### src/rtl/axi4_lite_pkg.sv
// Shared types for the AXI4-Lite master engine.
// Response codes, FSM states and command/response bundles.
package axi4_lite_pkg;

  localparam logic [1:0] RESP_OKAY   = 2'b00;
  localparam logic [1:0] RESP_EXOKAY = 2'b01;
  localparam logic [1:0] RESP_SLVERR = 2'b10;
  localparam logic [1:0] RESP_DECERR = 2'b11;

  typedef enum logic [2:0] {
    S_IDLE,
    S_WR_REQ,
    S_WR_RESP,
    S_RD_REQ,
    S_RD_DATA,
    S_RSP
  } state_e;

  typedef struct packed {
    logic        write;
    logic [31:0] addr;
    logic [31:0] wdata;
    logic [3:0]  wstrb;
  } cmd_t;

  typedef struct packed {
    logic        valid;
    logic        write;
    logic [31:0] rdata;
    logic [1:0]  resp;
    logic        timeout;
  } rsp_t;

endpackage

### src/rtl/axi_wait_timer.sv
// Bus-wait watchdog: counts enabled cycles since clear.
// expire is high in the cycle whose edge brings the count to CYCLES.
module axi_wait_timer #(
  parameter int unsigned CYCLES = 1024
) (
  input  logic aclk,
  input  logic aresetn,
  input  logic clr,
  input  logic en,
  output logic expire
);

  localparam int unsigned W = (CYCLES > 1) ? $clog2(CYCLES) : 1;
  localparam int unsigned LAST = (CYCLES > 0) ? CYCLES - 1 : 0;

  logic [W-1:0] cnt_q;

  always_ff @(posedge aclk) begin
    if (!aresetn || clr) cnt_q <= '0;
    else if (en) cnt_q <= cnt_q + 1'b1;
  end

  assign expire = (CYCLES != 0) && en &&
                  (cnt_q == LAST[W-1:0]);

endmodule

### src/rtl/axi4_lite_master_engine.sv
// Single-outstanding AXI4-Lite master with hung-slave timeout.
// One command in, one response out; all outputs registered.
module axi4_lite_master_engine
  import axi4_lite_pkg::*;
#(
  parameter int unsigned TIMEOUT_CYCLES = 1024,
  parameter logic [3:0]  AXCACHE = 4'h2,
  parameter logic [2:0]  AXPROT = 3'b000
) (
  input  logic        aclk,
  input  logic        aresetn,
  input  logic        cmd_valid,
  output logic        cmd_ready,
  input  logic        cmd_write,
  input  logic [31:0] cmd_addr,
  input  logic [31:0] cmd_wdata,
  input  logic [3:0]  cmd_wstrb,
  output logic        rsp_valid,
  input  logic        rsp_ready,
  output logic        rsp_write,
  output logic [31:0] rsp_rdata,
  output logic [1:0]  rsp_resp,
  output logic        rsp_timeout,
  output logic [31:0] m_awaddr,
  output logic [3:0]  m_awcache,
  output logic [2:0]  m_awprot,
  output logic        m_awvalid,
  input  logic        m_awready,
  output logic [31:0] m_wdata,
  output logic [3:0]  m_wstrb,
  output logic        m_wvalid,
  input  logic        m_wready,
  input  logic [1:0]  m_bresp,
  input  logic        m_bvalid,
  output logic        m_bready,
  output logic [31:0] m_araddr,
  output logic [3:0]  m_arcache,
  output logic [2:0]  m_arprot,
  output logic        m_arvalid,
  input  logic        m_arready,
  input  logic [31:0] m_rdata,
  input  logic [1:0]  m_rresp,
  input  logic        m_rvalid,
  output logic        m_rready
);

  state_e state_q, state_d;
  cmd_t   cmd_q, cmd_d;
  rsp_t   rsp_q, rsp_d;
  logic   awv_q, awv_d, wv_q, wv_d, arv_q, arv_d;
  logic   brdy_q, brdy_d, rrdy_q, rrdy_d;
  logic   crdy_q, crdy_d;
  logic   accept, wait_st, expire, done;
  logic [1:0]  done_resp;
  logic [31:0] done_rdata;

  assign accept = cmd_valid & crdy_q;
  assign wait_st = (state_q == S_WR_REQ) ||
                   (state_q == S_WR_RESP) ||
                   (state_q == S_RD_REQ) ||
                   (state_q == S_RD_DATA);

  axi_wait_timer #(
    .CYCLES(TIMEOUT_CYCLES)
  ) u_timer (
    .aclk   (aclk),
    .aresetn(aresetn),
    .clr    (accept),
    .en     (wait_st),
    .expire (expire)
  );

  always_ff @(posedge aclk) begin
    if (!aresetn) begin
      state_q <= S_IDLE;
      cmd_q   <= '0;
      rsp_q   <= '0;
      awv_q   <= 1'b0;
      wv_q    <= 1'b0;
      arv_q   <= 1'b0;
      brdy_q  <= 1'b0;
      rrdy_q  <= 1'b0;
      crdy_q  <= 1'b0;
    end else begin
      state_q <= state_d;
      cmd_q   <= cmd_d;
      rsp_q   <= rsp_d;
      awv_q   <= awv_d;
      wv_q    <= wv_d;
      arv_q   <= arv_d;
      brdy_q  <= brdy_d;
      rrdy_q  <= rrdy_d;
      crdy_q  <= crdy_d;
    end
  end

  always_comb begin
    state_d    = state_q;
    cmd_d      = cmd_q;
    rsp_d      = rsp_q;
    awv_d      = awv_q;
    wv_d       = wv_q;
    arv_d      = arv_q;
    brdy_d     = brdy_q;
    rrdy_d     = rrdy_q;
    done       = 1'b0;
    done_resp  = RESP_OKAY;
    done_rdata = '0;
    unique case (state_q)
      S_IDLE: begin
        if (accept) begin
          cmd_d = '{write: cmd_write, addr: cmd_addr,
                    wdata: cmd_wdata, wstrb: cmd_wstrb};
          if (cmd_write) begin
            state_d = S_WR_REQ;
            awv_d   = 1'b1;
            wv_d    = 1'b1;
            brdy_d  = 1'b1;
          end else begin
            state_d = S_RD_REQ;
            arv_d   = 1'b1;
            rrdy_d  = 1'b1;
          end
        end
      end
      S_WR_REQ: begin
        awv_d = awv_q & ~m_awready;
        wv_d  = wv_q & ~m_wready;
        // B is honoured only once both address and data are taken
        if (!awv_d && !wv_d) begin
          state_d = S_WR_RESP;
          if (m_bvalid) begin
            done      = 1'b1;
            done_resp = m_bresp;
          end
        end
      end
      S_WR_RESP: begin
        if (m_bvalid) begin
          done      = 1'b1;
          done_resp = m_bresp;
        end
      end
      S_RD_REQ: begin
        arv_d = arv_q & ~m_arready;
        if (!arv_d) begin
          state_d = S_RD_DATA;
          if (m_rvalid) begin
            done       = 1'b1;
            done_resp  = m_rresp;
            done_rdata = m_rdata;
          end
        end
      end
      S_RD_DATA: begin
        if (m_rvalid) begin
          done       = 1'b1;
          done_resp  = m_rresp;
          done_rdata = m_rdata;
        end
      end
      S_RSP: begin
        if (rsp_ready) begin
          state_d     = S_IDLE;
          rsp_d.valid = 1'b0;
        end
      end
      default: state_d = S_IDLE;
    endcase
    // timeout overrides any completion seen on the same edge
    if (done || expire) begin
      state_d       = S_RSP;
      awv_d         = 1'b0;
      wv_d          = 1'b0;
      arv_d         = 1'b0;
      brdy_d        = 1'b0;
      rrdy_d        = 1'b0;
      rsp_d.valid   = 1'b1;
      rsp_d.write   = cmd_q.write;
      rsp_d.timeout = expire;
      rsp_d.resp    = expire ? RESP_SLVERR : done_resp;
      rsp_d.rdata   = (expire || cmd_q.write) ? '0 : done_rdata;
    end
  end

  always_comb crdy_d = (state_d == S_IDLE);

  assign cmd_ready   = crdy_q;
  assign rsp_valid   = rsp_q.valid;
  assign rsp_write   = rsp_q.write;
  assign rsp_rdata   = rsp_q.rdata;
  assign rsp_resp    = rsp_q.resp;
  assign rsp_timeout = rsp_q.timeout;
  assign m_awaddr    = cmd_q.addr;
  assign m_awcache   = AXCACHE;
  assign m_awprot    = AXPROT;
  assign m_awvalid   = awv_q;
  assign m_wdata     = cmd_q.wdata;
  assign m_wstrb     = cmd_q.wstrb;
  assign m_wvalid    = wv_q;
  assign m_bready    = brdy_q;
  assign m_araddr    = cmd_q.addr;
  assign m_arcache   = AXCACHE;
  assign m_arprot    = AXPROT;
  assign m_arvalid   = arv_q;
  assign m_rready    = rrdy_q;

endmodule

### config.mk
export PLATFORM = sky130hd
export DESIGN_NAME = axi4_lite_master_engine
export DESIGN_NICKNAME = d
export VERILOG_FILES = /design/src/rtl/axi4_lite_pkg.sv /design/src/rtl/axi_wait_timer.sv /design/src/rtl/axi4_lite_master_engine.sv
export SDC_FILE = /design/constraint.sdc
export NUM_CORES = 1
export LEC_CHECK = 0
export CAP_MARGIN = 0
export CORE_MARGIN = 2
export CORE_UTILIZATION = 41
export DETAILED_ROUTE_END_ITERATION = 8
export GPL_TIMING_DRIVEN = 0
export PLACE_DENSITY = 0.8
export SYNTH_ARGS = -nofsm -noshare
export SYNTH_HDL_FRONTEND = slang
export SYNTH_HIERARCHICAL = 1
export SYNTH_SLANG_ARGS = --single-unit
### constraint.sdc
create_clock -name aclk -period 3.1 [get_ports aclk]
set_input_delay 0.465 -clock aclk [delete_from_list [all_inputs] [get_ports aclk]]
set_output_delay 0.465 -clock aclk [all_outputs]
set_load 0.01 [all_outputs]
==> flow_summary.toml <==
[setup_path]
crit_path_start_kind = "flop"
crit_type = "flop to flop"
crit_path_cell_trace = "buf_2, o21a_1, nor2_1, buf_4, nand4_2, buf_6, nor4_2, nand2b_1, a211oi_2, and2_1, buf_4, a22o_1"
path_max_fanout = 10
crit_arrival_ps = 3070
crit_path_frequent_cell = "buf_4"
worst_ep_required_time_ps = 3400
cpLargestDelayFamily = "simple AND/OR/NAND/NOR gates"
cpMaxStageDelayCell = "nor4_2"
slowest_delay_ps = 490
endpoint_kind = "flop"
path_buf_inv = 4

[power]
p_leak_nw = 3.50
p_per_area_nw_per_um2 = 692
ir_drop_mv = 0.405
power.total_mw = 6.20

[synth]
async_reset_ff_frac = 0
synth.largest_area_cell = "dfxtp_1"
synth_flop_cell = "dfxtp_1"
yosysTopAreaCellShare = 0.453
synth-seq-cells = 125
synth_cell_types = 49
seq_area_frac_synth = 0.453
synth_area_leaders = "dfxtp_1 45%, buf_4 16%, nand2_1 10%"
synth_edf_count = 0
syn_inst = 644
syn_avg_cell_area_um2 = 8.58
ys_warn_count = 6
yosysMostFrequentCell = "nand2_1"
synth_common_cells = "152 x nand2_1, 125 x dfxtp_1, 118 x buf_4"
synth_area_um2 = 5530

[status]
status = "finished clean"

[clock_network]
clk_pin_slew_worst_paths_ps = 60
post_cts_buffers = 0
ctsResizeCount = 0
numCtsBuffers = 17
hold_buffers = 0
clk_latency_ps = 410
clock_sinks = 125
cts_tree = "built"
ctsRootBufferMaster = "clkbuf_16"
cts_buffer_depth = 2
htreeDepth = 4

[route]
vias = 5170
dr.pass1.iters = 4
ant_nets = 0
wl_um = 15500
avgRoutedWirePerCell_um = 13.9
drtIter0Drc = 223
viasPerCell = 4.62
drc = 0

[floorplan]
core-area_um2 = 13200
io_pins = 271
die_w_um = 120
rows = 42
die_height_um = 120
design.die.area_um2 = 14400
start_util = 0.419

[sta]
slew_headroom = 0.652
min_period_ps = 2770
tns_ps = 0
period_share = 0.895
slew_violations = 0
tightest_slew_ps = 517
hold_ws_ps = 451
rsz0062_at_grt = "false"
max_freq_ghz = 0.361
hold_viol = 0
setup_viol = 0
finClkSkew_ps = 8.46
setup_ws_ps = 327

[layout]
fin_nets = 1046
drive_above_1_share = 0.190
seqCellArea_um2 = 2500
multi_input_area_um2 = 2000
syn2layout_area_growth_pct = 62.3
fill_cells = 1089
n_antenna_cell = 0

[flow_run]
drv_cap = 0

[grt]
grt_pass1_vias = 4694
grt_max_degree = 17
antenna_found_initial = 0
grt_pass1_wl_um = 24000
grtUsageTotal = 0.211
grt_remaining_overflow = 0

[hold_path]
hold_path_class = "flop to flop"

[place]
pre_cts_ws_ps = 183
hpwlAfterDp_um = 11700
port_buffers = 256
place.gp.congestion = 0.810
## final cells by class
type | instances | area share
plain buffers | 153 | 0.118
clock buffers | 21 | 0.0524
clock inverters | 11 | 0.0156
inverters | 5 | 0.00209
multi-input cells | 373 | 0.223
flip-flops and latches | 125 | 0.279
well taps | 176 | 0.0245
repair buffers | 256 | 0.286
## flip-flops by register name, summed over array words and instances (netlist names), 2 cells and up
register,count
u_timer/cnt_q,10
m_araddr,32
m_wdata,32
rsp_rdata,32
rsp_resp,2
m_wstrb,4
state_q,3
## tightest hold or removal path, delay by kind of cell (launching register included)
kind	cells	cell delay (ps)
AND/OR/NAND/NOR	1	50
flip-flops	1	300
AO/OA/AOI/OAI	1	50
## cell usage in the layout (no fill, tap or decap), types with 2 or more instances in the layout
cell type	synthesis	final
buf_4	118	118
inv_1	4	4
clkbuf_8	0	3
o31ai_1	2	2
and2_1	4	4
a22o_1	20	20
a21oi_1	76	76
o21ai_0	4	4
buf_2	9	9
nand3_1	17	17
a2bb2oi_2	7	7
clkbuf_1	22	23
a21oi_2	2	2
dfxtp_1	125	125
buf_6	4	4
clkbuf_16	0	17
or3_1	3	3
o21a_1	5	5
nand4_1	3	3
or3_2	2	2
a31oi_1	7	7
clkinvlp_4	0	4
clkinv_2	0	4
mux2i_1	2	2
nand2b_1	5	5
conb_1	2	14
nor2b_1	5	5
xor2_1	3	3
bufinv_16	0	3
nor2_1	10	10
clkdlybuf4s50_1	0	256
nor4bb_1	3	3
nand2_1	152	152
nor4b_1	2	2
a2bb2oi_1	5	5
or4_1	2	2
## logic make-up (layout without fill, tap and decap cells)
logic type	Yosys count	count (layout)	share of synthesized area
flops	125	125	0.453
compound gates	136	136	0.165
buf+inv	158	446	0.195
fa+ha+maj	1	1	0.00226
other cells	2	14	0.00136
simple gates	216	216	0.174
mux	2	2	0.00362
xor+xnor	4	4	0.00634
## worst paths after layout
| kind | startpoint | endpoint | slack, ps | depth (start not counted) |
|---|---|---|---|---|
| hold reg to reg | m_wdata[9]$_SDFFE_PN0P_ | m_wdata[9]$_SDFFE_PN0P_ | 450 | 2 |
| setup reg to reg | state_q[1]$_SDFF_PN0_ | rsp_rdata[4]$_SDFFE_PN0P_ | 330 | 12 |
| hold / removal | m_wdata[9]$_SDFFE_PN0P_ | m_wdata[9]$_SDFFE_PN0P_ | 450 | 2 |
| setup / recovery | state_q[1]$_SDFF_PN0_ | rsp_rdata[4]$_SDFFE_PN0P_ | 330 | 12 |
## metrics by stage
| step | instance area (µm²) | util | cells |
|---|---|---|---|
| finish | 8970 | 0.680 | 1120 |
| floorplan | 5570 | - | 656 |
| global route | 8970 | 0.680 | 1120 |
| detailed placement | 8350 | 0.633 | 1088 |
| global placement | 8350 | 0.633 | 1088 |
| CTS | 8960 | 0.680 | 1120 |
## where the power goes
group	switching, mW	leakage, nW	internal [mW]	total [mW]
registers	0.155	1.01	1.85	2.00
clock network	0.702	0.291	1.32	2.02
logic	0.967	2.20	1.21	2.18
## metal layers
metal | GRT usage | wire length [µm]
met1 | 0.255 | 6550
met2 | 0.351 | 7640
met4 | 0.0868 | 332
met3 | 0.0608 | 1010
met5 | 0 | 0
(Power assumes the default switching activity.)
